===== src/rtl/id_ex_operand_stage.sv =====
// ID/EX pipeline register with EX-stage operand forwarding (MEM over WB, r0 never forwarded).
// Optional load-use bubble insertion enabled by defining LOAD_USE_DETECT_EN.
`default_nettype none

module id_ex_operand_stage #(
  parameter int DATA_W = 32,
  parameter int REG_W  = 5
) (
  input  logic              clk,
  input  logic              reset_n,
  input  logic              Stall,
  input  logic              Flush,
  input  logic              ID_Valid,
  input  logic [REG_W-1:0]  ID_Rs,
  input  logic [REG_W-1:0]  ID_Rt,
  input  logic [DATA_W-1:0] ID_RsData,
  input  logic [DATA_W-1:0] ID_RtData,
  input  logic [DATA_W-1:0] ID_Imm,
  input  logic [4:0]        ID_Shamt,
  input  logic              ID_ALUSrc1,
  input  logic              ID_ALUSrc2,
  input  logic [4:0]        ID_ALUCtrl,
  input  logic              ID_Sign,
  input  logic [REG_W-1:0]  ID_WrReg,
  input  logic              ID_RegWrite,
  input  logic              ID_MemRead,
  input  logic              MEM_RegWrite,
  input  logic [REG_W-1:0]  MEM_WrReg,
  input  logic [DATA_W-1:0] MEM_ALUOut,
  input  logic              WB_RegWrite,
  input  logic [REG_W-1:0]  WB_WrReg,
  input  logic [DATA_W-1:0] WB_Data,
  output logic              EX_Valid,
  output logic [DATA_W-1:0] ALUIn1,
  output logic [DATA_W-1:0] ALUIn2,
  output logic [4:0]        ALUCtrl,
  output logic              Sign,
  output logic [DATA_W-1:0] EX_StoreData,
  output logic [REG_W-1:0]  EX_WrReg,
  output logic              EX_RegWrite,
  output logic              EX_MemRead,
  output logic              LoadUseStall
);

  logic              valid_q;
  logic [REG_W-1:0]  rs_q;
  logic [REG_W-1:0]  rt_q;
  logic [DATA_W-1:0] rs_data_q;
  logic [DATA_W-1:0] rt_data_q;
  logic [DATA_W-1:0] imm_q;
  logic [4:0]        shamt_q;
  logic              alu_src1_q;
  logic              alu_src2_q;
  logic [4:0]        alu_ctrl_q;
  logic              sign_q;
  logic [REG_W-1:0]  wr_reg_q;
  logic              reg_write_q;
  logic              mem_read_q;

  logic              load_use;
  logic [DATA_W-1:0] fwd_rs;
  logic [DATA_W-1:0] fwd_rt;

`ifdef LOAD_USE_DETECT_EN
  assign load_use = valid_q & mem_read_q & (wr_reg_q != '0) & ID_Valid &
                    ((ID_Rs == wr_reg_q) | (ID_Rt == wr_reg_q));
`else
  assign load_use = 1'b0;
`endif

  always_ff @(posedge clk) begin
    if (!reset_n || Flush || load_use) begin
      // Reset and bubble both empty every stored field.
      valid_q     <= 1'b0;
      rs_q        <= '0;
      rt_q        <= '0;
      rs_data_q   <= '0;
      rt_data_q   <= '0;
      imm_q       <= '0;
      shamt_q     <= '0;
      alu_src1_q  <= 1'b0;
      alu_src2_q  <= 1'b0;
      alu_ctrl_q  <= '0;
      sign_q      <= 1'b0;
      wr_reg_q    <= '0;
      reg_write_q <= 1'b0;
      mem_read_q  <= 1'b0;
    end else if (!Stall) begin
      valid_q     <= ID_Valid;
      rs_q        <= ID_Rs;
      rt_q        <= ID_Rt;
      rs_data_q   <= ID_RsData;
      rt_data_q   <= ID_RtData;
      imm_q       <= ID_Imm;
      shamt_q     <= ID_Shamt;
      alu_src1_q  <= ID_ALUSrc1;
      alu_src2_q  <= ID_ALUSrc2;
      alu_ctrl_q  <= ID_ALUCtrl;
      sign_q      <= ID_Sign;
      wr_reg_q    <= ID_WrReg;
      reg_write_q <= ID_RegWrite;
      mem_read_q  <= ID_MemRead;
    end
  end

  // The younger result in EX/MEM takes precedence over MEM/WB.
  always_comb begin
    fwd_rs = rs_data_q;
    if (MEM_RegWrite && (MEM_WrReg != '0) && (MEM_WrReg == rs_q))
      fwd_rs = MEM_ALUOut;
    else if (WB_RegWrite && (WB_WrReg != '0) && (WB_WrReg == rs_q))
      fwd_rs = WB_Data;
  end

  always_comb begin
    fwd_rt = rt_data_q;
    if (MEM_RegWrite && (MEM_WrReg != '0) && (MEM_WrReg == rt_q))
      fwd_rt = MEM_ALUOut;
    else if (WB_RegWrite && (WB_WrReg != '0) && (WB_WrReg == rt_q))
      fwd_rt = WB_Data;
  end

  assign ALUIn1       = alu_src1_q ? {{(DATA_W-5){1'b0}}, shamt_q} : fwd_rs;
  assign ALUIn2       = alu_src2_q ? imm_q : fwd_rt;
  assign EX_StoreData = fwd_rt;
  assign EX_Valid     = valid_q;
  assign ALUCtrl      = alu_ctrl_q;
  assign Sign         = sign_q;
  assign EX_WrReg     = wr_reg_q;
  assign EX_RegWrite  = reg_write_q;
  assign EX_MemRead   = mem_read_q;
  assign LoadUseStall = load_use;

endmodule

`default_nettype wire


===== config.mk =====
export PLATFORM = sky130hd
export DESIGN_NAME = id_ex_operand_stage
export DESIGN_NICKNAME = d
export VERILOG_FILES = /design/src/rtl/id_ex_operand_stage.sv
export SDC_FILE = /design/constraint.sdc
export NUM_CORES = 1
export LEC_CHECK = 0
export CAP_MARGIN = 10
export CORE_ASPECT_RATIO = 0.9
export CORE_UTILIZATION = 38
export CTS_BUF_LIST = sky130_fd_sc_hd__clkbuf_4
export CTS_CLUSTER_DIAMETER = 120
export CTS_CLUSTER_SIZE = 40
export DETAILED_ROUTE_END_ITERATION = 8
export HOLD_SLACK_MARGIN = 0.08
export PLACE_DENSITY = 0.73
export SLEW_MARGIN = 10
export SYNTH_ARGS = -nofsm -noshare
export SYNTH_HDL_FRONTEND = slang
export SYNTH_SLANG_ARGS = --single-unit

===== constraint.sdc =====
create_clock -name clk -period 6 [get_ports clk]
set_input_delay 0.9 -clock clk [delete_from_list [all_inputs] [get_ports clk]]
set_output_delay 0.9 -clock clk [all_outputs]
set_load 0.005 [all_outputs]

# Word level (Yosys, flattened, before mapping)

Index checks and enable logic that the tools add are counted.

Flip-flop bits (word level): 127
Input port bits: 207
Output and inout bits: 111

Equality and inequality tests: 4
Muxes and demuxes: 6
Reductions and logical operators: 10

Operators by type and width:

| cell                | number |
|---|---|
| $mux W32            | 6 |
| $eq A5 B5 Y1        | 4 |
| $reduce_bool A5 Y1  | 2 |
| $logic_and A1 B1 Y1 | 6 |
| $logic_not A1 Y1    | 1 |
| $logic_or A1 B1 Y1  | 1 |

# Depth between registers and ports, before layout

Gate-level depths: netlist of the first run.

Depth in word-level cells: 6
Gate-level depth with buffers: 7

# Worst setup path after synthesis of the first run

No wires, ideal clock.

Path kind: input to output
From: input port WB_WrReg[1]
To: output port ALUIn2[30]
Arrival time: 2444 ps
Required time: 5100 ps
Setup slack: 2656 ps
Stages: 7
Cells stage by stage: or4_4 -> or2_0 -> buf_2 -> buf_2 -> nand3_1 -> a31oi_1 -> mux2_2

Word-level cells in the longest chain between the ends: 6
Elaborated cells between the ends (all ways): 7
Classes of those cells: 1 x eq/ne; 3 x mux; 3 x reduce/logical

RTL lines:

| element                    | RTL line | source |
|---|---|---|
| from (decl)                | 31       | `input logic [REG_W-1:0] WB_WrReg,` |
| $reduce_bool A5 Y1         | 119      | `else if (WB_RegWrite && (WB_WrReg != '0) && (WB_WrReg == rt_q))` |
| $logic_and A1 B1 Y1        | 119      |  |
| $logic_and A1 B1 Y1 *      | 119      |  |
| $mux W32 *                 | 119      |  |
| $mux W32 *                 | 117      | `if (MEM_RegWrite && (MEM_WrReg != '0) && (MEM_WrReg == rt_q))` |
| named net EX_StoreData[30] | 38       | `output logic [DATA_W-1:0] EX_StoreData,` |
| $mux W32 *                 | 124      | `assign ALUIn2 = alu_src2_q ? imm_q : fwd_rt;` |
| to (decl)                  | 35       | `output logic [DATA_W-1:0] ALUIn2,` |

Mark *: on every way through the listed nets, which the timed path passes. The rest lies on a longest branch.

# Worst setup path after layout of the first run

From: input port WB_WrReg[3]
To: output port ALUIn2[21]

Word-level cells in the longest chain between the ends: 6
Elaborated cells between the ends (all ways): 7
Classes of those cells: 1 x eq/ne; 3 x mux; 3 x reduce/logical

RTL lines:

| element               | RTL line |
|---|---|
| $reduce_bool A5 Y1    | 119 |
| $logic_and A1 B1 Y1   | 119 |
| $logic_and A1 B1 Y1 * | 119 |
| $mux W32 *            | 119 |
| $mux W32 *            | 117 |
| $mux W32 *            | 124 |

Mark *: on every way between the ends. The rest lies on a longest branch, timed or not.

==> metrics.csv, run 1 <==
stage,metric,value,unit
run_status,outcome,"complete, no violations",
synthesis,synth top area cells,"dfxtp_1 35%, mux2i_1 22%, nor2_1 8.4%",
sta,RSZ-0062 raised after global routing,no,
synthesis,Yosys cell types,36,
sta,Setup-failing EPs final,0,
die,# rows,47,
finish,final non-filler cell total,1352,
sta,post-route setup TNS,0,ns
critical_path,CP Capture Type,output pin,
cts,CTS max path bufs,2,
synthesis,cell taking the most area after synthesis,dfxtp_1,
sta,Max Slew Vio Count,0,
die,num ports,318,
pwr,combinational cell fraction of total power,22.4,%
synthesis,"FF+latch count, synth",127,
die,Initial Utilization,39.2,%
synthesis,syn_area_per_cell,8.79,sq um
pwr,maximum vdd drop,165,uV
global_routing,largest net degree at the start of global routing,80,
finish,nets,1300,
detailed_routing,First-pass DRT Iterations,5,
synthesis,Post-Syn Area,7280,sq um
pwr,P_leak,0.00406,uW
sta,period utilization,89.2,%
run,# Max-Cap Violations,0,
pwr,total power,2100,uW
cts,postcts setup bufs,0,
global_routing,first-pass GRT wire length,41400,um
place,routability cong.,0.840,
synthesis,Synth Warn #,0,
finish,"commonest non-fill, non-tap cell in the layout",clkdlybuf4s50_1,
detailed_routing,DRT Wirelength,27500,um
synthesis,asr flop ratio synth,0,%
pwr,Net Switching,586,uW
finish,fillers,1676,
detailed_routing,residual DRC count,0,
critical_path,crit-path max FO,30,
synthesis,sequential area share after synthesis,34.9,%
worst_hold_path,hold crit path type,reg -> reg,
sta,hold_ws,0.506,ns
pwr,Int Pwr,1520,uW
sta,Hold Fails Final Rpt,0,
sta,Least-Margin Pin Slew,1.03,ns
synthesis,Syn Inst Count,828,
synthesis,Main synth FF type,dfxtp_1,
critical_path,Setup Crit Path Kind,in -> out,
global_routing,vias in the first global route,7303,
cts,post-CTS sizing,0,
global_routing,antenna violations before repair,1,
cts,TritonCTS clock tree,yes,
cts,CTS Hold Buffers Added,0,
place,port bufs,316,
pwr,Seq pwr share,42.6,%
cts,Sink Count,127,
finish,"Area growth, synth to finish",50.1,%
detailed_routing,initial drt markers,444,
synthesis,area share of the largest cell type after synthesis,34.9,%
critical_path,CP startpoint kind,primary input,
finish,multi-input logic area,4400,sq um
cts,htree depth,4,
die,full die area,19700,sq um
detailed_routing,vias,7278,
finish,share of cells above drive strength 1,10.8,%
sta,fmax,187,MHz
die,core outline area,18600,sq um
pwr,clock network power share,35.0,%
detailed_routing,Routed Antenna Nets,0,
place,dpl hpwl,19900,um
sta,Worst slew margin,31.2,%
finish,most frequent cells in the layout,"315 x clkdlybuf4s50_1, 161 x nor2_1, 159 x mux2i_1",
die,die height,133,um
pwr,Cell Pwr Density,193,nW/um^2
sta,fin crit period,5.35,ns
pwr,switching part of the total,27.8,%
cts,clock-pin slew on the worst setup and hold paths,0.11,ns
cts,clk_lat worst skew,0.55,ns
place,placed cell count,1319,
global_routing,grt ovf,0,
detailed_routing,Via density,5.38,
cts,Root Driver,clkbuf_4,
critical_path,WP data required,5.10,ns
detailed_routing,wire per inst,20.3,um
place,post-place setup slack,0.650,ns
sta,smallest setup slack after layout,0.648,ns
cts,CTS buffer count,17,
finish,FF/Latch Area,2540,sq um
synthesis,Synth Net Count,1035,
critical_path,crit path DAT,4.45,ns
sta,clock skew,0,ns
global_routing,Tot GR Track Use,27.5,%
die,die width,148,um
synthesis,Post-synth EDFFs,0,
-- through the flow --
step	area [sq um]	util [%]
floorplan	7280	-
global placement	10600	56.9
detailed placement	10600	56.9
CTS	10900	58.8
global route	10900	58.8
finish	10900	58.8
-- sequential cells by signal (all words and copies together) (netlist names) --
register / cells
imm_q: 32
rs_data_q: 32
rt_data_q: 32
ALUCtrl: 5
EX_WrReg: 5
rs_q: 5
rt_q: 5
shamt_q: 5
EX_MemRead: 1
EX_RegWrite: 1
EX_Valid: 1
Sign: 1
alu_src1_q: 1
alu_src2_q: 1
-- power by group through the flow --
stage / clock (uW) / sequential (uW) / combinational (uW)
floorplan: 0 / 902 / 207
global placement: 0 / 914 / 465
detailed placement: 0 / 915 / 470
CTS: 748 / 896 / 473
global route: 789 / 900 / 504
finish: 736 / 896 / 472
-- final cells by class --
type                            instances  area share (%)
Sequential cell                       127            23.3
Inverter                                5           0.172
Clock buffer                           18            1.24
Tap cell                              245            2.81
Clock inverter                         14            1.97
Multi-Input combinational cell        610            40.3
Antenna cell                            1          0.0229
Timing Repair Buffer                  332            30.2
-- final timing paths --
path	slack, ns	to	startpoint	depth (start not counted)
setup / recovery	0.65	ALUIn2[21]	WB_WrReg[3]	7
hold / removal	0.51	rs_data_q[14]	rs_data_q[14]	2
setup reg to reg	4.63	alu_src2_q	alu_src2_q	2
hold reg to reg	0.51	rs_data_q[14]	rs_data_q[14]	2
-- synthesized netlist by cell type (2+ instances only) --
master / n
nor2_1: 162
or4_1: 2
o31ai_1: 3
nand4_1: 2
buf_1: 16
nand2_1: 32
buf_6: 3
inv_1: 5
nor3_1: 34
clkbuf_1: 39
buf_4: 4
or2_1: 2
a211oi_1: 30
buf_2: 24
dfxtp_1: 127
xor2_1: 10
nor4_1: 29
nand3_1: 29
a221oi_1: 5
mux2i_1: 159
o31a_1: 3
a31oi_1: 29
o31ai_2: 29
mux2_2: 29
xnor2_1: 10
-- cells by family (layout without fill, tap and decap cells) --
group,count (synthesis),count (layout),synth area share (%)
AO/OA/AOI/OAI,101,101,12.1
XOR/XNOR,20,20,2.41
buffers and inverters,91,369,5.62
flip-flops,127,127,34.9
multiplexers,188,188,26.3
other,1,2,0.0515
AND/OR/NAND/NOR,300,300,18.5
-- critical path: stages --
cell             delay (ns)
clkdlybuf4s50_1        0.61
xor2_4                 0.29
or4b_2                 1.05
nor3_2                 0.38
a211oi_1               0.21
o31ai_1                0.42
clkdlybuf4s50_1        0.59
-- layer usage --
| metal | vias up | GRT usage [%] | part of all wire (%) |
|---|---|---|---|
| met5 | - | 0 | 0 |
| met2 | 312 | 45.5 | 47 |
| met4 | 0 | 6.87 | 1.7 |
| met1 | 3432 | 35.3 | 44 |
| li1 | 3503 | - | - |
| met3 | 31 | 7.47 | 7.9 |
No activity file was read; power rests on OpenSTA's default activity.
==> run 2: changes to the inputs <==
--- a/config.mk
+++ b/config.mk
@@ -7,6 +7,7 @@
 export LEC_CHECK = 0
 export CAP_MARGIN = 10
 export CORE_ASPECT_RATIO = 0.9
+export CORE_MARGIN = 2
 export CORE_UTILIZATION = 38
 export CTS_BUF_LIST = sky130_fd_sc_hd__clkbuf_4
 export CTS_CLUSTER_DIAMETER = 120
==> run 2 against run 1 <==
Largest power group unchanged. Power is 4.9% lower. Combinational power hardly changed. Sequential share of layout area is 0.13 points higher. Maximum frequency hardly changed. Sequential power hardly changed. Critical path type unchanged. Largest cell class unchanged. Clock skew stayed put. Critical endpoint is now ALUIn2[2]. Non-clock buffer count is 1 lower.
==> metrics.csv, run 2 (same netlist as run 1, synthesis figures left out) <==
stage,metric,value,unit,change
run_status,outcome,"complete, no violations",,
die,full die area,20300,sq um,+2.9%
global_routing,grt ovf,0,,unchanged
critical_path,Worst R2R End,alu_src2_q,,
pwr,P_leak,0.00403,uW,-0.81%
place,routability cong.,0.818,,-2.6%
critical_path,CP Capture Type,output pin,,
detailed_routing,DRT Wirelength,27400,um,-0.18%
die,die height,135,um,+1.5%
sta,Worst slew margin,31.1,%,-0.12 points
global_routing,first-pass GRT wire length,41200,um,-0.43%
worst_hold_path,hold crit path type,reg -> reg,,
finish,nets,1299,,-0.077%
die,core outline area,19000,sq um,+2.1%
die,# rows,48,,+2.1%
detailed_routing,Routed Antenna Nets,0,,unchanged
pwr,maximum vdd drop,136,uV,-18%
cts,CTS Hold Buffers Added,0,,unchanged
cts,Sink Count,127,,unchanged
detailed_routing,wire per inst,20.2,um,-0.55%
finish,"Area growth, synth to finish",49.2,%,
critical_path,WP data required,5.10,ns,about the same
cts,CTS buffer count,17,,unchanged
global_routing,antenna violations before repair,3,,+2
cts,clk_lat worst skew,0.56,ns,about the same
cts,Root Driver,clkbuf_4,,
critical_path,Setup Crit Path Kind,in -> out,,
finish,Top Registers,"imm_q (32), rs_data_q (32), rt_data_q (32)",,
cts,CTS max path bufs,2,,unchanged
critical_path,r2r worst-path depth,2,,unchanged
sta,clock skew,0,ns,unchanged
global_routing,vias in the first global route,7151,,-2.1%
critical_path,FF-to-FF setup slack,4.60,ns,-0.03 ns
run,# Max-Cap Violations,0,,unchanged
critical_path,worst setup path end,ALUIn2[2],,
sta,post-route setup TNS,0,ns,unchanged
sta,Setup-failing EPs final,0,,unchanged
critical_path,crit path DAT,4.45,ns,about the same
cts,postcts setup bufs,0,,unchanged
cts,clock-pin slew on the worst setup and hold paths,0.12,ns,about the same
detailed_routing,residual DRC count,0,,unchanged
die,num ports,318,,unchanged
detailed_routing,vias,7385,,+1.5%
pwr,Cell Pwr Density,184,nW/um^2,-4.3%
place,port bufs,316,,unchanged
detailed_routing,initial drt markers,548,,+23%
die,Initial Utilization,38.4,%,-0.82 points
detailed_routing,Via density,5.44,,+1.1%
critical_path,CP startpoint kind,primary input,,
sta,Least-Margin Pin Slew,1.03,ns,+0.00176 ns
cts,post-CTS sizing,0,,unchanged
cts,htree depth,4,,unchanged
global_routing,largest net degree at the start of global routing,73,,-8.8%
finish,"commonest non-fill, non-tap cell in the layout",clkdlybuf4s50_1,,
global_routing,Tot GR Track Use,26.6,%,-0.91 points
sta,RSZ-0062 raised after global routing,no,,
sta,Hold Fails Final Rpt,0,,unchanged
pwr,total power,2000,uW,-4.9%
critical_path,crit-path max FO,30,,unchanged
sta,Max Slew Vio Count,0,,unchanged
die,die width,150,um,+1.4%
critical_path,Worst Setup SP,WB_WrReg[0],,
detailed_routing,First-pass DRT Iterations,5,,unchanged
cts,TritonCTS clock tree,yes,,
sta,fmax,187,MHz,about the same
finish,share of cells above drive strength 1,10.9,%,about the same
finish,most frequent cells in the layout,"315 x clkdlybuf4s50_1, 161 x nor2_1, 159 x mux2i_1",,
sta,hold_ws,0.506,ns,+0.000143 ns
critical_path,reg2reg start,alu_src2_q,,
sta,period utilization,89.2,%,about the same
place,dpl hpwl,19900,um,+0.22%
sta,fin crit period,5.35,ns,+0.00233 ns
## run 2: changes by cell type in the layout (fill, tap and decap cells not counted)
cell / previous run / this run
buf_4: 15 / 14
bufinv_16: 5 / 2
clkbuf_4: 18 / 17
clkinv_1: 2 / 1
clkinv_2: 0 / 1
clkinvlp_4: 3 / 4
diode_2: 1 / 2
inv_6: 1 / 4
## run 2: layer usage
metal	GRT usage (%)	vias up	routed length [um]
met1	33.9	3513	11600
li1	-	3497	-
met5	0	-	13
met3	8.11	41	2330
met4	8.28	2	578
met2	43.1	332	12900
## run 2: layout make-up
cell class	count	area (sq um)
fill	1743	8120
clock inverter	15	160
tap	250	313
timing repair buffer	331	3290
antenna	2	5.00
multi-input combinational	610	4400
sequential	127	2540
clock buffer	17	128
inverter	5	18.8
## run 2: how the worst min path moves through the flow
stage	start	end	slack, ns	cells after the start
floorplan	imm_q[0]	imm_q[0]	0.46	2
global placement	imm_q[11]	imm_q[11]	0.47	2
detailed placement	rs_data_q[27]	rs_data_q[27]	0.48	2
CTS	rs_data_q[5]	rs_data_q[5]	0.51	2
global route	rs_data_q[9]	rs_data_q[9]	0.53	2
finish	imm_q[9]	imm_q[9]	0.51	2
## run 2: critical path, cell delays in order
cell and delay [ns]:
clkdlybuf4s50_1 0.66, xor2_4 0.63, or2_2 0.68, buf_4 0.39
o31ai_2 0.10, a31oi_1 0.34, mux2_2 0.22, clkdlybuf4s50_1 0.49
## run 2: power breakdown
group          internal (uW)  switching (uW)
clock                    251             383
sequential               871            24.2
combinational            271             202
## run 2: stage by stage
step / cell area [sq um] / std cells / setup WS [ns] / utilization [%]
after detailed placement: 10600 / 1323 / 0.682 / 55.7
after global routing: 10900 / 1357 / 0.518 / 57.2
after global placement: 10600 / 1323 / 0.759 / 55.7
after CTS: 10900 / 1355 / 0.665 / 57.2
after floorplan: 7280 / 828 / 2.66 / -
final: 10900 / 1357 / 0.646 / 57.2
==> run 3: changes to the inputs <==
--- a/config.mk
+++ b/config.mk
@@ -5,7 +5,7 @@
 export SDC_FILE = /design/constraint.sdc
 export NUM_CORES = 1
 export LEC_CHECK = 0
-export CAP_MARGIN = 10
+export CAP_MARGIN = 20
 export CORE_ASPECT_RATIO = 0.9
 export CORE_MARGIN = 2
 export CORE_UTILIZATION = 38
==> results of run 3 <==
No change in the layout: final DEF, timing and power equal those of run 2.
